==> config.mk <==
export PLATFORM = sky130hd
export DESIGN_NAME = add_pipe_16
export DESIGN_NICKNAME = d
export VERILOG_FILES = /design/src/rtl/alu_pkg.sv /design/src/rtl/carry_look_ahead.sv /design/src/rtl/add_pipe_16.sv
export SDC_FILE = /design/constraint.sdc
export NUM_CORES = 1
export LEC_CHECK = 0
export BUFFER_PORTS_ARGS = -buffer_cell sky130_fd_sc_hd__buf_2
export CORE_ASPECT_RATIO = 2
export CORE_MARGIN = 3
export CORE_UTILIZATION = 49
export DETAILED_ROUTE_END_ITERATION = 8
export HOLD_SLACK_MARGIN = 0.06
export PLACE_DENSITY = 0.77
export SYNTH_ARGS = -nofsm -noshare
export SYNTH_HDL_FRONTEND = slang
export SYNTH_SLANG_ARGS = --single-unit
==> constraint.sdc <==
create_clock -name clk -period 3.4 [get_ports clk]
set_clock_uncertainty 0.15 [all_clocks]
set_input_delay 0.51 -clock clk [delete_from_list [all_inputs] [get_ports clk]]
set_output_delay 0.51 -clock clk [all_outputs]
set_load 0.01 [all_outputs]
==> src/rtl/alu_pkg.sv <==
// Shared ALU encodings and saturation limits for the 16-bit add pipeline.
package alu_pkg;

   typedef enum logic [1:0] {
      OP_ADD    = 2'b00,
      OP_SUB    = 2'b01,
      OP_PADDSB = 2'b10,
      OP_RSVD   = 2'b11
   } op_e;

   localparam logic [15:0] SAT_POS16 = 16'h7FFF;
   localparam logic [15:0] SAT_NEG16 = 16'h8000;
   localparam logic [3:0]  SAT_POS4  = 4'h7;
   localparam logic [3:0]  SAT_NEG4  = 4'h8;

endpackage

==> src/rtl/carry_look_ahead.sv <==
// 4-bit carry-lookahead adder slice; with pad set it becomes an isolated
// signed nibble adder (carry-in ignored) that saturates to 0x7 / 0x8.
module carry_look_ahead
   import alu_pkg::*;
(
   input  logic [3:0] a,
   input  logic [3:0] b,
   input  logic       cin,
   input  logic       pad,
   output logic [3:0] sum,
   output logic       cout
);

   logic [3:0] g;
   logic [3:0] p;
   logic [3:0] raw;
   logic [4:0] c;
   logic       ovf;

   function automatic logic [3:0] sat4(input logic [3:0] x, input logic ov, input logic neg);
      if (!ov) return x;
      return neg ? SAT_NEG4 : SAT_POS4;
   endfunction

   always_comb begin
      g    = a & b;
      p    = a ^ b;
      c[0] = cin & ~pad;
      c[1] = g[0] | (p[0] & c[0]);
      c[2] = g[1] | (p[1] & g[0]) | (p[1] & p[0] & c[0]);
      c[3] = g[2] | (p[2] & g[1]) | (p[2] & p[1] & g[0]) | (p[2] & p[1] & p[0] & c[0]);
      c[4] = g[3] | (p[3] & g[2]) | (p[3] & p[2] & g[1]) | (p[3] & p[2] & p[1] & g[0])
           | (p[3] & p[2] & p[1] & p[0] & c[0]);
      raw  = p ^ c[3:0];
      // Signed overflow: carry into the sign bit differs from carry out of it.
      ovf  = c[4] ^ c[3];
      sum  = pad ? sat4(raw, ovf, a[3]) : raw;
      cout = c[4];
   end

endmodule

==> src/rtl/add_pipe_16.sv <==
// Two-stage 16-bit ADD/SUB/PADDSB pipeline with valid/ready handshake.
// Define ADD_PIPE_FLAGS_EN to build the registered N/Z/V flag outputs.
module add_pipe_16
   import alu_pkg::*;
#(
   parameter bit SAT_EN = 1'b1
) (
   input  logic        clk,
   input  logic        rst_n,
   input  logic        in_valid,
   output logic        in_ready,
   input  logic [1:0]  op,
   input  logic [15:0] a,
   input  logic [15:0] b,
   output logic        out_valid,
   input  logic        out_ready,
   output logic [15:0] result,
   output logic        flag_n,
   output logic        flag_z,
   output logic        flag_v
);

   function automatic logic signed [15:0] sat16(input logic signed [15:0] x, input logic ov,
                                                input logic neg);
      if (!(SAT_EN && ov)) return x;
      return neg ? SAT_NEG16 : SAT_POS16;
   endfunction

   logic               is_sub;
   logic               is_pad;
   logic signed [15:0] b_eff;
   logic [7:0]         lo_sum;
   logic               c4;
   logic               c8;

   logic               vld_p1_q, vld_p1_d;
   logic               pad_p1_q, pad_p1_d;
   logic               c8_p1_q, c8_p1_d;
   logic [7:0]         lo_p1_q, lo_p1_d;
   logic signed [7:0]  a_hi_p1_q, a_hi_p1_d;
   logic signed [7:0]  b_hi_p1_q, b_hi_p1_d;

   logic [7:0]         hi_sum;
   logic               c12;
   logic               c16;
   logic signed [15:0] raw_p2;
   logic signed [15:0] res_p2;
   logic               v_p2;

   logic               vld_p2_q, vld_p2_d;
   logic signed [15:0] result_q, result_d;
   logic               s2_adv;
   logic               s2_load;

   // ---- stage 1: low byte, carry into bit 8 registered ----
   always_comb begin
      is_sub = (op == OP_SUB);
      is_pad = (op == OP_PADDSB);
      b_eff  = is_sub ? ~b : b;
   end

   carry_look_ahead u_nib0 (
      .a    (a[3:0]),
      .b    (b_eff[3:0]),
      .cin  (is_sub),
      .pad  (is_pad),
      .sum  (lo_sum[3:0]),
      .cout (c4)
   );

   carry_look_ahead u_nib1 (
      .a    (a[7:4]),
      .b    (b_eff[7:4]),
      .cin  (c4),
      .pad  (is_pad),
      .sum  (lo_sum[7:4]),
      .cout (c8)
   );

   // ---- stage 2: high byte, overflow and saturation ----
   carry_look_ahead u_nib2 (
      .a    (a_hi_p1_q[3:0]),
      .b    (b_hi_p1_q[3:0]),
      .cin  (c8_p1_q),
      .pad  (pad_p1_q),
      .sum  (hi_sum[3:0]),
      .cout (c12)
   );

   carry_look_ahead u_nib3 (
      .a    (a_hi_p1_q[7:4]),
      .b    (b_hi_p1_q[7:4]),
      .cin  (c12),
      .pad  (pad_p1_q),
      .sum  (hi_sum[7:4]),
      .cout (c16)
   );

   always_comb begin
      raw_p2 = {hi_sum, lo_p1_q};
      // Carry into bit 15 is recovered from the sum bit; differs from c16 on overflow.
      v_p2   = ~pad_p1_q & (c16 ^ hi_sum[7] ^ a_hi_p1_q[7] ^ b_hi_p1_q[7]);
      res_p2 = pad_p1_q ? raw_p2 : sat16(raw_p2, v_p2, a_hi_p1_q[7]);
   end

   always_comb begin
      s2_adv    = ~vld_p2_q | out_ready;
      in_ready  = ~vld_p1_q | s2_adv;
      s2_load   = s2_adv & vld_p1_q;

      vld_p1_d  = vld_p1_q;
      pad_p1_d  = pad_p1_q;
      c8_p1_d   = c8_p1_q;
      lo_p1_d   = lo_p1_q;
      a_hi_p1_d = a_hi_p1_q;
      b_hi_p1_d = b_hi_p1_q;
      if (in_ready) begin
         vld_p1_d  = in_valid;
         pad_p1_d  = is_pad;
         c8_p1_d   = c8;
         lo_p1_d   = lo_sum;
         a_hi_p1_d = a[15:8];
         b_hi_p1_d = b_eff[15:8];
      end

      vld_p2_d = vld_p2_q;
      result_d = result_q;
      if (s2_adv) vld_p2_d = vld_p1_q;
      if (s2_load) result_d = res_p2;
   end

   always_ff @(posedge clk) begin
      if (!rst_n) begin
         vld_p1_q <= 1'b0;
         vld_p2_q <= 1'b0;
         result_q <= '0;
      end else begin
         vld_p1_q <= vld_p1_d;
         vld_p2_q <= vld_p2_d;
         result_q <= result_d;
      end
   end

   always_ff @(posedge clk) begin
      pad_p1_q  <= pad_p1_d;
      c8_p1_q   <= c8_p1_d;
      lo_p1_q   <= lo_p1_d;
      a_hi_p1_q <= a_hi_p1_d;
      b_hi_p1_q <= b_hi_p1_d;
   end

   assign out_valid = vld_p2_q;
   assign result    = result_q;

`ifdef ADD_PIPE_FLAGS_EN
   logic flag_n_q, flag_n_d;
   logic flag_z_q, flag_z_d;
   logic flag_v_q, flag_v_d;

   // PADDSB refreshes Z only; N and V keep the last ADD/SUB values.
   always_comb begin
      flag_n_d = flag_n_q;
      flag_z_d = flag_z_q;
      flag_v_d = flag_v_q;
      if (s2_load) begin
         flag_z_d = (res_p2 == '0);
         if (!pad_p1_q) begin
            flag_n_d = res_p2[15];
            flag_v_d = v_p2;
         end
      end
   end

   always_ff @(posedge clk) begin
      if (!rst_n) begin
         flag_n_q <= 1'b0;
         flag_z_q <= 1'b0;
         flag_v_q <= 1'b0;
      end else begin
         flag_n_q <= flag_n_d;
         flag_z_q <= flag_z_d;
         flag_v_q <= flag_v_d;
      end
   end

   assign flag_n = flag_n_q;
   assign flag_z = flag_z_q;
   assign flag_v = flag_v_q;
`else
   assign flag_n = 1'b0;
   assign flag_z = 1'b0;
   assign flag_v = 1'b0;
`endif

endmodule

==> Yosys cells after proc, flatten, opt, wreduce, memory -nomap -nowiden <==
Cells that the tools add are included.
{ "word_totals": {"reg_bits": 44, "out_inout_bits": 21, "elab_cells": 162} }
{ "op_classes": {"eq_ne": 2, "muxes": 16, "bitwise_logic": 136} }
{ "op_table": {"columns": ["operator", "count"], "rows": [
  ["$and A1 B1 Y1", 70],
  ["$mux W16", 4],
  ["$mux W4", 12],
  ["$or A1 B1 Y1", 42],
  ["$xor A4 B4 Y4", 8],
  ["$and A4 B4 Y4", 4],
  ["$not A16 Y16", 1],
  ["$xor A1 B1 Y1", 7],
  ["$not A1 Y1", 4],
  ["$eq A2 B1 Y1 const B", 1],
  ["$eq A2 B2 Y1 const B", 1]
]} }

==> Depth between registers and ports, before layout <==
{ "depth": {"depth_word": 18, "depth_mapped": 12, "depth_no_buf": 10} }

==> By module <==
From an unflattened synthesis, not the netlist that was laid out.
{ "hier_totals": {"cells_unflattened": 266, "hier_area_um2": 2940.3} }
{ "by_module_without_submodules": {"columns": ["mod", "n_inst", "cells_per_inst", "area_each_um2"], "rows": [
  ["add_pipe_16", 1, 138, 1800.5],
  ["carry_look_ahead (u_nib1 ...)", 3, 33, 287.8],
  ["carry_look_ahead (u_nib0)", 1, 29, 276.5]
]} }

==> Worst setup path after synthesis <==
No wires, ideal clock.
{ "synth_path": {"path_type": "input port to flip-flop", "startpoint": "input op[1]", "endpoint": "register lo_p1_q[5] (data pin)", "arrival_ns": 3.334, "required_ns": 2.989, "path_slack_ns": -0.344, "path_stages": 12, "path_buffers": 2, "cell_sequence": "nand2b_1 > clkbuf_1 > clkbuf_1 > xnor2_1 > ha_1 > a21oi_1 > a21boi_1 > o31a_1 > a31o_2 > a21oi_1 > mux2_2 > mux2i_1"} }
{ "synth_via": {"elab_chain_len": 14, "word_cells_on_any_way": 46, "classes_between": "2 x eq/ne; 3 x mux; 41 x bitwise"} }
{ "synth_lines": {"columns": ["item", "line_no", "rtl"], "rows": [
  ["start: declaration", "add_pipe_16.sv:12", "input logic [1:0] op,"],
  ["$eq A2 B1 Y1", "add_pipe_16.sv:57", "is_sub = (op == OP_SUB);"],
  ["$mux W16", "add_pipe_16.sv:59", "b_eff = is_sub ? ~b : b;"],
  ["$xor A4 B4 Y4 or $and A4 B4 Y4 (tied branches)", "carry_look_ahead.sv:27, carry_look_ahead.sv:26", null],
  ["$and A1 B1 Y1 (on tied branches)", "carry_look_ahead.sv:32, carry_look_ahead.sv:33", null],
  ["$or A1 B1 Y1, or another cell as far along (2 in series)", "carry_look_ahead.sv:32", "c[4] = g[3] | (p[3] & g[2]) | (p[3] & p[2] & g[1]) | (p[3] & p[2] & p[1] & g[0])"],
  ["$or A1 B1 Y1 or $and A1 B1 Y1 (tied branches)", "carry_look_ahead.sv:32, carry_look_ahead.sv:33", null],
  ["$or A1 B1 Y1", "carry_look_ahead.sv:33", "| (p[3] & p[2] & p[1] & p[0] & c[0]);"],
  ["$and A1 B1 Y1", "carry_look_ahead.sv:28", "c[0] = cin & ~pad;"],
  ["$and A1 B1 Y1 (on tied branches)", "carry_look_ahead.sv:29, carry_look_ahead.sv:31, carry_look_ahead.sv:33", null],
  ["$or A1 B1 Y1 (on tied branches)", "carry_look_ahead.sv:29, carry_look_ahead.sv:31, carry_look_ahead.sv:33", null],
  ["$xor A4 B4 Y4 or $xor A1 B1 Y1 (tied branches)", "carry_look_ahead.sv:34, carry_look_ahead.sv:36", null],
  ["$mux W4", "carry_look_ahead.sv:22", "return neg ? SAT_NEG4 : SAT_POS4;"],
  ["$mux W4 (*)", "carry_look_ahead.sv:37", "sum = pad ? sat4(raw, ovf, a[3]) : raw;"],
  ["named net lo_sum[5]", "add_pipe_16.sv:32", "logic [7:0] lo_sum;"],
  ["end signal: assignment", "add_pipe_16.sv:147", "lo_p1_q <= lo_p1_d;"],
  ["end: declaration", "add_pipe_16.sv:39", "logic [7:0] lo_p1_q, lo_p1_d;"]
]} }
Mark *: on every way through the listed nets, which the timed path passes. The rest lies on a longest branch.
A chain may end at the register's enable or synchronous reset.

==> Worst setup path in the final report <==
Same ends and word-level chain as after synthesis.

==> flow_summary_export.csv <==
group,metric,value,unit
critical_path,path_cells,"buf_2 -> nand2b_1 -> xnor2_1 -> ha_1 -> a21oi_1 -> a21boi_1 -> o31a_1 -> a31o_2 -> a21oi_1 -> mux2_2 -> mux2i_1",
grt,antenna_found_initial,0,
clock_tree,clkSlewWorstSetupHoldPaths,0.06,ns
floorplanning,core,6106,um^2
cells_and_area,syn2layout_area_growth,16.45,%
clock_tree,ctsResizeCount,0,
timing,relSlewSlack,63.30,%
route,via_per_inst,5.580,
clock_tree,root_buffer,"clkbuf_16",
synth,syn_area_per_cell,9.564,um^2
clock_tree,cts_buffers,5,
critical_path,cp.arrival,2.99,ns
floorplanning,die-area,7414,um^2
timing,rsz0062_at_grt,"false",
critical_path,r2r_end,"result[9]$_SDFFE_PN0P_",
synth,yosysMostFrequentCell,"nand2_1",
timing,max_freq,0.3215,GHz
cells_and_area,multi_input_area,1841,um^2
synth,yosysWarnings,0,
grt,grt_max_degree,28,
critical_path,crit_type,"primary input to register",
cells_and_area,n_antenna_cell,0,
route,drcViolationCount,0,
timing,finalCriticalPeriod,3.110,ns
clock_tree,htree_levels,2,
grt,first_global_vias,2613,
critical_path,crit_path_end,"lo_p1_q[5]$_DFFE_PP_",
route,wl_per_cell,14.37,um
timing,final.period_utilization,91.47,%
critical_path,crit_fanout,5,
place,placed_cells,456,
synth,synthTopCellsByCount,"28 x nand2_1, 26 x edfxtp_1, 25 x nor2_1",
grt,grt.overflow.total,0,
clock_tree,cts_sinks,44,
cells_and_area,drive_gt1_share,25.79,%
critical_path,crit_top_cell,"a21oi_1",
power,total_power,0.001796,W
timing,worst_pin_slew,0.5485,ns
synth,seq_area_frac_synth,36.60,%
critical_path,worstSetupStartpointType,"primary input",
status,outcome,"finished, final reports clean",
synth,netlist.area_leader.share,25.04,%
clock_tree,cts_post_setup_buffers_inserted,0,
place,gp_congestion,1.012,
synth,synth.area.top_cells,"edfxtp_1 25%, dfxtp_1 12%, ha_1 6.4%",
synth,ys_async_sr_fraction,0,%
power,p_leak,1.529,nW
route,antenna_left,0,
route,dr.pass1.iters,4,
critical_path,cp_data_required_time,3.28,ns
cells_and_area,fin_cells,464,
timing,setup_viol,0,
grt,grt_pass1_wl,11.26,mm
synth,ys_ff_latch,44,
critical_path,startpoint,"op[1]",
place,portBuffers,55,
hold_path,min_path_type,"primary input to register",
route,drt_iter0_drc,95,
synth,netlist_instances,326,
critical_path,critPathMaxStageDelay,0.39,ns
synth,syn_area,3118,um^2
floorplanning,start_util,51.07,%
critical_path,r2r_slack,0.58,ns
floorplanning,die_h,118.8,um
flow_run,cap_viol_max_count,0,
timing,fin_setup_tns,0,ns
synth,yosys.area.top_type,"edfxtp_1",
cells_and_area,regArea,1141,um^2
floorplanning,die_w,62.41,um
synth,synth_edf_count,26,
clock_tree,cts_tree,"yes",
route,vias,2589,
grt,grtUsageTotal,18.95,%
critical_path,r2r_cells,9,
route,wl,6.666,mm
cells_and_area,nNetsFinal,436,
cells_and_area,nFillCells,550,
clock_tree,cts_buffer_depth,2,
power,vdd.ir_drop.worst,0.3435,mV
critical_path,cp_slowest_cell,"mux2_2",
timing,hold_violations,0,
place,hpwl,5.358,mm
floorplanning,num_rows,40,
synth,ys_types,64,
cells_and_area,fin_util,59.47,%
synth,ys.flop_type,"edfxtp_1",
critical_path,worstReg2RegStart,"a_hi_p1_q[3]$_DFFE_PP_",
floorplanning,io_pins,59,
clock_tree,hold_buffers,0,
clock_tree,clkLatencyLatePin,0.29,ns
power,power_density,494.8,nW/um^2
timing,drv_slew,0,
critical_path,end_kind,"register",
==> area by class of cell <==
cell class / instances / share of cell area, %
repair buffers: 64 / 9.442
inverters: 10 / 1.034
well taps: 84 / 2.895
clock buffers: 6 / 3.549
flip-flops and latches: 44 / 31.43
clock inverters: 2 / 0.9649
multi-input cells: 254 / 50.69
==> state kept, by name, summed over array words and instances, names as in the netlist <==
name,cells
result,16
c8_p1_q,1
out_valid,1
lo_p1_q,8
b_hi_p1_q,8
vld_p1_q,1
a_hi_p1_q,8
pad_p1_q,1
==> critical path: cells and delay by family <==
kind,cells,cell delay [ns]
and+or+nand+nor,1,0.21
AOI/OAI and AO/OA,5,1.13
buffers and inverters,1,0.11
muxes,2,0.52
adders and majority gates,1,0.33
xor gates and xnor gates,1,0.16
==> layout by cell type (no fill, tap or decap), types with 6 or more instances in the layout <==
cell      Yosys  layout
a21o_1        6       6
a21oi_2      11      11
edfxtp_1     26      26
a211oi_1      6       6
ha_1         16      16
mux2i_1       6       6
nor3_1        7       7
buf_4         3       9
o21ai_0      21      21
a21oi_1      20      20
buf_2         4      55
o211ai_1      9       9
inv_1        10      10
xnor2_1      21      21
nor2_1       25      25
nand2_1      28      28
dfxtp_1      18      18
==> per-stage QoR <==
stage	hold slack [ns]	instance area [um^2]	setup WS [ns]
after CTS	0.2426	3631	0.2957
after global routing	0.2361	3631	0.09636
after floorplan	0.3403	3131	0.003842
after detailed placement	0.3139	3467	0.003425
after global placement	0.3016	3467	0.1002
final	0.2470	3631	0.2899
==> metal layers <==
| layer | vias up | GRT usage [%] | wire, um |
|---|---|---|---|
| li1 | 1294 | - | - |
| met5 | - | 0 | 0 |
| met3 | 28 | 2.830 | 242 |
| met4 | 0 | 15.21 | 428 |
| met1 | 1199 | 17.29 | 2287 |
| met2 | 68 | 35.72 | 3708 |
==> worst min path at each step <==
stage / startpoint / end / slack (ns) / depth (start not counted)
finish: a[9] / a_hi_p1_q[1]$_DFFE_PP_ / 0.25 / 1
global route: a[12] / a_hi_p1_q[4]$_DFFE_PP_ / 0.24 / 1
CTS: a[12] / a_hi_p1_q[4]$_DFFE_PP_ / 0.24 / 1
detailed placement: result[15]$_SDFFE_PN0P_ / result[15]$_SDFFE_PN0P_ / 0.31 / 2
global placement: result[15]$_SDFFE_PN0P_ / result[15]$_SDFFE_PN0P_ / 0.30 / 2
floorplan: result[15]$_SDFFE_PN0P_ / result[15]$_SDFFE_PN0P_ / 0.34 / 2
==> kinds of logic after synthesis <==
kind of cell	count (synthesis)	share of synthesized area [%]
muxes	9	3.010
and+or+nand+nor	91	14.65
buffers and inverters	30	4.615
adders and majority gates	20	8.668
DFF	44	36.60
other	1	0.1203
AOI/OAI and AO/OA	103	24.00
xor gates and xnor gates	28	8.347
==> power by group <==
part | switching (W) | leakage, nW | internal [W]
clock network | 0.000192 | 0.0808 | 0.000345
registers | 0.0000312 | 0.425 | 0.000643
logic | 0.000341 | 1.02 | 0.000244
total | 0.000564 | 1.53 | 0.00123
Power figures use the tool's default switching activity.
